File: src/rtl/loop_sequencer_pkg.sv
// loop_sequencer_pkg
// Shared definitions for the nested-loop index generator: the FSM state
// encoding and the default index/bound width.
package loop_sequencer_pkg;

  localparam int IDX_WIDTH_DEFAULT = 8;

  typedef enum logic [1:0] {
    IDLE = 2'd0,
    RUN  = 2'd1,
    DONE = 2'd2
  } seqState_t;

endpackage

File: src/rtl/loop_sequencer_level.sv
// loop_level
// One level of the nested loop: holds the latched trip count and the current
// index. Levels are chained by feeding one level's wrapOut into the next
// outer level's advanceIn.
// Ports:
//   clkIn, rstIn   clock, async active-high reset
//   loadIn         latch boundIn as this level's trip count
//   boundIn        trip count presented on a start
//   clearIn        force the index to 0 (takes priority over advanceIn)
//   advanceIn      step the index by one, wrapping at bound-1
//   idxOut         current index
//   atBoundOut     index equals bound-1
//   wrapOut        strobe: advancing while at bound-1 (carry to outer level)
module loop_level #(
  parameter int W = 8
) (
  input  logic         clkIn,
  input  logic         rstIn,
  input  logic         loadIn,
  input  logic [W-1:0] boundIn,
  input  logic         clearIn,
  input  logic         advanceIn,
  output logic [W-1:0] idxOut,
  output logic         atBoundOut,
  output logic         wrapOut
);

  logic [W-1:0] boundQ, boundD;
  logic [W-1:0] idxQ, idxD;
  logic [W-1:0] boundMinus1;

  // A zero bound never reaches RUN, so the guard only keeps the subtraction
  // from producing an all-ones compare value.
  assign boundMinus1 = (boundQ != '0) ? (boundQ - W'(1)) : '0;
  assign atBoundOut  = (idxQ == boundMinus1);
  assign wrapOut     = advanceIn & atBoundOut;
  assign idxOut      = idxQ;

  always_comb begin
    boundD = boundQ;
    idxD   = idxQ;
    if (loadIn) begin
      boundD = boundIn;
    end
    if (clearIn) begin
      idxD = '0;
    end else if (advanceIn) begin
      idxD = atBoundOut ? '0 : (idxQ + W'(1));
    end
  end

  always_ff @(posedge clkIn or posedge rstIn) begin
    if (rstIn) begin
      boundQ <= '0;
      idxQ   <= '0;
    end else begin
      boundQ <= boundD;
      idxQ   <= idxD;
    end
  end

endmodule

File: src/rtl/loop_sequencer.sv
// loop_sequencer
// Three-level nested-loop index generator. A start latches the trip counts
// (I, J, K) and the block then emits one (i, j, k) tuple per accepted beat
// over valid/ready, k innermost, followed by a one-cycle done pulse.
// Configuration macro: LOOP_SEQ_ABORT_EN adds abortIn, which cancels a run.
// Ports:
//   clkIn, rstIn              clock, async active-high reset
//   startIn                   start request (only honoured in IDLE)
//   dimIIn, dimJIn, dimKIn    trip counts, latched on an accepted start
//   readyIn                   downstream accepts the current beat
//   validOut                  tuple valid
//   iOut, jOut, kOut          current indices
//   lastKOut                  current beat has k == K-1
//   lastOut                   current beat is the final tuple of the run
//   busyOut                   run in progress (RUN or DONE)
//   doneOut                   one-cycle completion pulse
//   abortIn                   (LOOP_SEQ_ABORT_EN only) cancel the run
module loop_sequencer
  import loop_sequencer_pkg::*;
#(
  parameter int IDX_WIDTH = IDX_WIDTH_DEFAULT
) (
  input  logic                 clkIn,
  input  logic                 rstIn,
  input  logic                 startIn,
  input  logic [IDX_WIDTH-1:0] dimIIn,
  input  logic [IDX_WIDTH-1:0] dimJIn,
  input  logic [IDX_WIDTH-1:0] dimKIn,
  input  logic                 readyIn,
`ifdef LOOP_SEQ_ABORT_EN
  input  logic                 abortIn,
`endif
  output logic                 validOut,
  output logic [IDX_WIDTH-1:0] iOut,
  output logic [IDX_WIDTH-1:0] jOut,
  output logic [IDX_WIDTH-1:0] kOut,
  output logic                 lastKOut,
  output logic                 lastOut,
  output logic                 busyOut,
  output logic                 doneOut
);

  seqState_t stateQ, stateD;

  logic abortSig;
  logic validSig;
  logic doneSig;
  logic loadSig;
  logic clearSig;
  logic acceptSig;
  logic anyZero;
  logic kAtBound, jAtBound, iAtBound;
  logic kWrap, jWrap, iWrap;

`ifdef LOOP_SEQ_ABORT_EN
  assign abortSig = abortIn;
`else
  assign abortSig = 1'b0;
`endif

  assign anyZero   = (dimIIn == '0) | (dimJIn == '0) | (dimKIn == '0);
  assign acceptSig = validSig & readyIn;

  // Level chain: k advances on every accepted beat, each wrap carries outward.
  loop_level #(.W(IDX_WIDTH)) uLevelK (
    .clkIn      (clkIn),
    .rstIn      (rstIn),
    .loadIn     (loadSig),
    .boundIn    (dimKIn),
    .clearIn    (clearSig),
    .advanceIn  (acceptSig),
    .idxOut     (kOut),
    .atBoundOut (kAtBound),
    .wrapOut    (kWrap)
  );

  loop_level #(.W(IDX_WIDTH)) uLevelJ (
    .clkIn      (clkIn),
    .rstIn      (rstIn),
    .loadIn     (loadSig),
    .boundIn    (dimJIn),
    .clearIn    (clearSig),
    .advanceIn  (kWrap),
    .idxOut     (jOut),
    .atBoundOut (jAtBound),
    .wrapOut    (jWrap)
  );

  loop_level #(.W(IDX_WIDTH)) uLevelI (
    .clkIn      (clkIn),
    .rstIn      (rstIn),
    .loadIn     (loadSig),
    .boundIn    (dimIIn),
    .clearIn    (clearSig),
    .advanceIn  (jWrap),
    .idxOut     (iOut),
    .atBoundOut (iAtBound),
    .wrapOut    (iWrap)
  );

  // The outermost wrap fires exactly on the accepted final beat, which also
  // leaves every index back at 0 for the next run. Abort wins over that beat.
  always_comb begin
    stateD   = stateQ;
    validSig = 1'b0;
    doneSig  = 1'b0;
    loadSig  = 1'b0;
    clearSig = 1'b0;
    case (stateQ)
      IDLE: begin
        if (startIn) begin
          loadSig  = 1'b1;
          clearSig = 1'b1;
          stateD   = anyZero ? DONE : RUN;
        end
      end
      RUN: begin
        validSig = 1'b1;
        if (abortSig) begin
          clearSig = 1'b1;
          stateD   = IDLE;
        end else if (iWrap) begin
          stateD = DONE;
        end
      end
      DONE: begin
        doneSig = 1'b1;
        stateD  = IDLE;
      end
      default: begin
        stateD = IDLE;
      end
    endcase
  end

  always_ff @(posedge clkIn or posedge rstIn) begin
    if (rstIn) begin
      stateQ <= IDLE;
    end else begin
      stateQ <= stateD;
    end
  end

  assign validOut = validSig;
  assign doneOut  = doneSig;
  assign busyOut  = (stateQ == RUN) | (stateQ == DONE);
  assign lastKOut = validSig & kAtBound;
  assign lastOut  = validSig & kAtBound & jAtBound & iAtBound;

endmodule

File: config.mk
export PLATFORM = sky130hd
export DESIGN_NAME = loop_sequencer
export DESIGN_NICKNAME = d
export VERILOG_FILES = /design/src/rtl/loop_sequencer_pkg.sv /design/src/rtl/loop_sequencer_level.sv /design/src/rtl/loop_sequencer.sv
export SDC_FILE = /design/constraint.sdc
export NUM_CORES = 1
export LEC_CHECK = 0
export CELL_PAD_IN_SITES_DETAIL_PLACEMENT = 0
export CELL_PAD_IN_SITES_GLOBAL_PLACEMENT = 2
export CORE_MARGIN = 10
export CORE_UTILIZATION = 32
export CTS_CLUSTER_SIZE = 10
export DETAILED_ROUTE_END_ITERATION = 8
export PLACE_DENSITY_LB_ADDON = 0.1
export SYNTH_ARGS = -nofsm -noshare
export SYNTH_HDL_FRONTEND = slang
export SYNTH_SLANG_ARGS = --single-unit
File: constraint.sdc
create_clock -name clkIn -period 4.41 [get_ports clkIn]
set_clock_uncertainty 0.2 [all_clocks]
set_input_delay 0.882 -clock clkIn [delete_from_list [all_inputs] [get_ports clkIn]]
set_output_delay 0.882 -clock clkIn [all_outputs]
set_load 0.05 [all_outputs]
==> results of run 1 <==
final cells by class:
cell class / count / area (µm²) / area share
clock inverter: 1 / 5.00 / 0.00115
multi-input combinational: 346 / 2150 / 0.494
inverter: 21 / 78.8 / 0.0181
clock buffer: 7 / 86.3 / 0.0198
sequential: 50 / 1250 / 0.287
timing repair buffer: 62 / 613 / 0.140
tap: 140 / 175 / 0.0401
sequential cells by signal, indices dropped and copies added (netlist names):
register,cells
uLevelI.idxOut,8
uLevelJ.boundQ,8
uLevelI.boundQ,8
stateQ,2
uLevelK.boundQ,8
uLevelJ.idxOut,8
uLevelK.idxOut,8
through the flow:
step	setup TNS [ps]	utilization
4_1_cts	0	0.401
6_report	0	0.403
2_1_floorplan	0	-
3_5_place_dp	0	0.393
5_1_grt	-36.5	0.403
3_3_place_gp	0	0.393
routing by layer:
layer | global-route usage | vias up | wire (µm)
li1 | - | 1694 | -
met1 | 0.184 | 1629 | 5350
met2 | 0.221 | 67 | 5020
met3 | 0.0325 | 6 | 497
met4 | 0.0339 | 0 | 78
met5 | 0 | - | 0
path summary, 6_finish.rpt:
| kind | from | end | slack (ps) | depth (start not counted) |
|---|---|---|---|---|
| worst max-delay path | uLevelI.boundQ[0] | lastOut | 210 | 7 |
| worst min-delay path | stateQ[1] | stateQ[1] | 330 | 1 |
| worst max register to register | uLevelK.boundQ[0] | uLevelJ.idxOut[4] | 840 | 11 |
| worst min register to register | stateQ[1] | stateQ[1] | 330 | 1 |
| max in group asynchronous | rstIn | uLevelI.idxOut[2] | 2410 | 3 |
| min in group asynchronous | rstIn | uLevelJ.boundQ[5] | 890 | 2 |
cells in the final DEF, fill, tap and decap left out, types with 9 or more instances in the layout:
| cell type | instances |
|---|---|
| nand2_1 | 81 |
| clkdlybuf4s50_1 | 54 |
| dfrtp_1 | 50 |
| o21ai_0 | 34 |
| nor2_1 | 23 |
| inv_1 | 20 |
| a21oi_1 | 16 |
| or3_1 | 13 |
| xnor2_1 | 13 |
| nand3_1 | 13 |
| nor4_1 | 11 |
| nor3_1 | 9 |
| ha_1 | 9 |
cell families after synthesis:
logic type      after synthesis
simple gates                199
fa+ha+maj                     9
mux                           5
compound gates              115
flops                        50
xor+xnor                     18
buf+inv                      38
power by group:
group / internal [W] / total (W) / switching [W]
registers: 0.000483 / 0.000538 / 0.0000549
logic: 0.000114 / 0.000270 / 0.000156
clock network: 0.000127 / 0.000294 / 0.000167
==> run metrics, run 1 <==
status finished clean; Core Region 0.0108 mm²; CP Cell Sequence or3_1, or4_1, a2111oi_1, nor4_2, nor3_1, and4_1, buf_12; cells after synthesis between 400 and 500; I/O Pins between 50 and 60; Synth Area in Simple Gates 0.294; clock slew at reported path FFs roughly 100 ps; CTS H-tree depth 2; post-synth top area share 0.353; Ant. Diodes 0; Synth Area in Adders 0.0318; post-layout net count 523; Antenna Nets Post-Route 0; most numerous cell in the Yosys netlist nand2_1; final hold slack 333 ps; Post-synth EDFFs 0; largest family of logic cells by synthesized area simple AND/OR/NAND/NOR gates; clock latency on the worst-skew pair 310 ps; fin cells about 630; Leakage about 1.8 nW; xor/xnor cell area share of the yosys netlist 0.0445; period utilization 0.953; CTS tree done; Slew @ Worst Pin 932 ps; CP max stage cell a2111oi_1; synthesized area per cell around 8.2 µm²; ys flop type dfrtp_1; Req. time, crit path about 3300 ps; fmax about 0.24 GHz; Inst Count DP between 600 and 700; Max Fanout on Critical Path 6; largest net degree at the start of global routing 42; clk sinks 50; Filler Cells Inserted 1,131; multiplexer area fraction after synthesis 0.0145; drt wl/cell 17.5 µm; CP delay by family, top simple AND/OR/NAND/NOR gates; vias in the first global route 3,487; critical path arrival 3120 ps; Tightest Hold Check Type reg -> reg; max_slew headroom 0.378; CP Launch Type register; flops & latches, synth 50; RD Place Congestion between 0.8 and 0.9; pre-CTS WS approximately 590 ps; Area contributors post-synth dfrtp_1, nand2_1, o21ai_0; top cells by count, synth nand2_1, dfrtp_1, o21ai_0; Slew Limit Fails 0; CP endpoint kind primary output; Die ar. around 0.016 mm²; 1st-pass router iterations 4; post_cts resized 0; Die X between 100 and 150 µm; Synth cell types 69; final setup violation count 0; complex-gate fraction of the synthesized area 0.219; Mapped Nets roughly 470; hold buffer count at cts 0; Setup CP Type reg -> out; area leader, netlist dfrtp_1; Vias/cell between 5 and 6; I/O Buffers 56; final worst slack 205 ps; max incr delay on CP about 500 ps; Max Cap Viol 0; # Post-CTS Setup Buffers 0; Root Driver clkbuf_8; HPWL Detailed roughly 8000 µm; Tot Pwr roughly 0.0011 W; Tmin final approximately 4200 ps; Power Density approximately 250 mW/mm²; DIE HEIGHT roughly 130 µm; Overall Global Routing Usage 0.139; fraction of layout cells with a size suffix above 1 0.0637; GRT Residual Overflow 0; Starting Density 0.327; vias about 3,400; Area growth syn-to-layout 23.1%; antenna violations before repair 0; number of synthesis warnings 0; register area share after synthesis 0.353; Post-Place Cell Area 0.00426 mm²; first-pass GRT wire length about 18,000 µm; Synth Cell Area roughly 0.0035 mm²; final hold violations 0; row count 38; Clock Tree Buf Depth 2; worst vdd ir 0.276 mV; Initial DRC Count just under 200; WL final around 11,000 µm; total CTS buffers 5; fin area roughly 0.0044 mm²; Buf+Inv Stages, Crit Path 1; # DRC 0; fraction of registers with async set/reset 1.00
(Power assumes the default switching activity.)
==> inputs of run 2 (changes only) <==
ABC_CLOCK_PERIOD_IN_PS = 4410   (was not set)
CORE_UTILIZATION = 38   (was 32)
DONT_BUFFER_PORTS = 1   (was not set)
==> run metrics, run 2 (synthesis results as in run 1) <==
DIE HEIGHT 117 µm (-6.9%); period utilization 0.940 (-0.0132); Slew Limit Fails 0 (unchanged); Antenna Nets Post-Route 0 (unchanged); Root Driver clkbuf_8; first-pass GRT wire length 17,200 µm (-6.3%); fmax 0.241 GHz (+1.4%); Req. time, crit path 3330 ps (about the same); Tmin final 4150 ps (-58.3 ps); clk sinks 50 (unchanged); Ant. Diodes 0 (unchanged); Die ar. 0.0136 mm² (-13%); most frequent cells in the layout nand2_1, dfrtp_1, o21ai_0; R2R Setup Slk 810 ps (-30 ps); final worst slack 263 ps (+58.3 ps); Slew @ Worst Pin 822 ps (-110 ps); clock slew at reported path FFs 100 ps (about the same); Leakage 1.66 nW (-9.0%); CP endpoint kind primary output; worst vdd ir 0.172 mV (-38%); GRT Residual Overflow 0 (unchanged); Overall Global Routing Usage 0.158 (+0.0198); Starting Density 0.387 (+0.0603); Filler Cells Inserted 936 (-17%); Initial DRC Count 178 (-10%); I/O Buffers 0 (-100%); CTS tree done; Max Fanout on Critical Path 9 (+3); critical path arrival 3060 ps (-60 ps); commonest non-fill, non-tap cell in the layout nand2_1; Die X 117 µm (-6.9%); hold buffer count at cts 0 (unchanged); clock latency on the worst-skew pair 320 ps (about the same); status finished clean; final setup violation count 0 (unchanged); CP Launch Type register; Area growth syn-to-layout 8.36%; CTS H-tree depth 2 (unchanged); total CTS buffers 5 (unchanged); drt wl/cell 18.9 µm (+8.4%); Max Cap Viol 0 (unchanged); R2R cell count 11 (unchanged); Power Density 303 mW/mm² (+20%); HPWL Detailed 7900 µm (-3.9%); WL final 10,300 µm (-5.5%); reg-to-reg endpoint uLevelJ.idxOut[4]; r2r startpoint uLevelK.boundQ[0]; Setup CP Type reg -> out; post-layout net count 472 (-9.8%); RSZ-0062 raised after global routing false; Vias/cell 5.80 (+7.0%); # DRC 0 (unchanged); Core Region 0.00915 mm² (-16%); RD Place Congestion 0.843 (+1.3%); largest net degree at the start of global routing 40 (-4.8%); vias 3,171 (-6.6%); vias in the first global route 3,198 (-8.3%); Clock Tree Buf Depth 2 (unchanged); I/O Pins 57 (unchanged); max_slew headroom 0.449 (+0.0717); Fin Setup TNS 0 ps (unchanged); Tightest Hold Check Type in -> async; final hold violations 0 (unchanged); pre-CTS WS 612 ps (+18.8 ps); 1st-pass router iterations 4 (unchanged); antenna violations before repair 0 (unchanged); fraction of layout cells with a size suffix above 1 0.0780 (+0.0143); row count 35 (-7.9%)
run 2: cell count changes in the layout (fill, tap and decap cells not counted), sizes merged:
| cell | previous run | this run |
|---|---|---|
| clkdlybuf4s50 | 54 | 0 |
| buf | 8 | 11 |
| clkbuf | 7 | 6 |
| bufinv | 0 | 2 |
| clkinv | 1 | 0 |
run 2: where the power goes:
group          internal (W)  leakage [nW]  switching [W]
Clock              0.000242        0.0714       0.000177
Combinational     0.0000639         0.969      0.0000993
Sequential         0.000482         0.623       0.000100
Total              0.000788          1.66       0.000377
run 2: layer usage:
| layer | wire, µm | vias to the layer above | part of all wire | GRT usage |
|---|---|---|---|---|
| met5 | 0 | - | 0 | 0 |
| met4 | 91 | 0 | 0.0088 | 0.0297 |
| met3 | 738 | 11 | 0.071 | 0.0421 |
| met2 | 4810 | 62 | 0.46 | 0.263 |
| met1 | 4710 | 1515 | 0.46 | 0.203 |
| li1 | - | 1583 | - | - |
run 2: worst max path at each step:
stage,slack [ps],cells after the start,endpoint,from
5_1_grt,20,7,lastOut,uLevelI.boundQ[0]
2_1_floorplan,10,5,lastKOut,uLevelK.idxOut[1]
4_1_cts,250,7,lastOut,uLevelI.boundQ[2]
3_3_place_gp,650,7,lastOut,uLevelI.boundQ[2]
3_5_place_dp,610,7,lastOut,uLevelI.boundQ[2]
6_report,260,7,lastOut,uLevelI.boundQ[2]
run 2: worst max-delay path, stage by stage, from the launching register on:
cell,delay [ps]
dfrtp_1,480
or4_1,630
or4_1,510
a21boi_0,190
o2111ai_1,190
nor3_1,290
and4_1,250
buf_4,200
run 2: area by class of cell:
class | count | area [µm²] | area share
tap | 111 | 139 | 0.0361
clock buffer | 6 | 82.6 | 0.0215
clock inverter | 2 | 60.1 | 0.0156
timing repair buffer | 11 | 82.6 | 0.0215
inverter | 21 | 78.8 | 0.0205
multi-input combinational | 346 | 2150 | 0.559
sequential | 50 | 1250 | 0.326
run 2: what timing repair did:
item / CTS / global route
setup endpoints to repair: 0 / 1
gates resized for setup: 0 / 1
setup buffers: 0 / 0
run 2: stage by stage:
| stage | cells | area [µm²] | power (W) | hold WS [ps] | util |
|---|---|---|---|---|---|
| finish | 547 | 3840 | 0.00116 | 214 | 0.420 |
| global route | 547 | 3840 | 0.00122 | 230 | 0.420 |
| CTS | 547 | 3840 | 0.00118 | 232 | 0.420 |
| detailed placement | 539 | 3700 | 0.000758 | 314 | 0.404 |
| global placement | 539 | 3700 | 0.000756 | 313 | 0.404 |
| floorplan | 434 | 3550 | 0.000702 | 253 | - |
==> inputs of run 3 (changes only) <==
SKIP_CTS_REPAIR_TIMING = 1   (was not set)
SLEW_MARGIN = 20   (was not set)
==> results of run 3 <==
The final DEF is identical to that of run 2; final timing and power are the same.
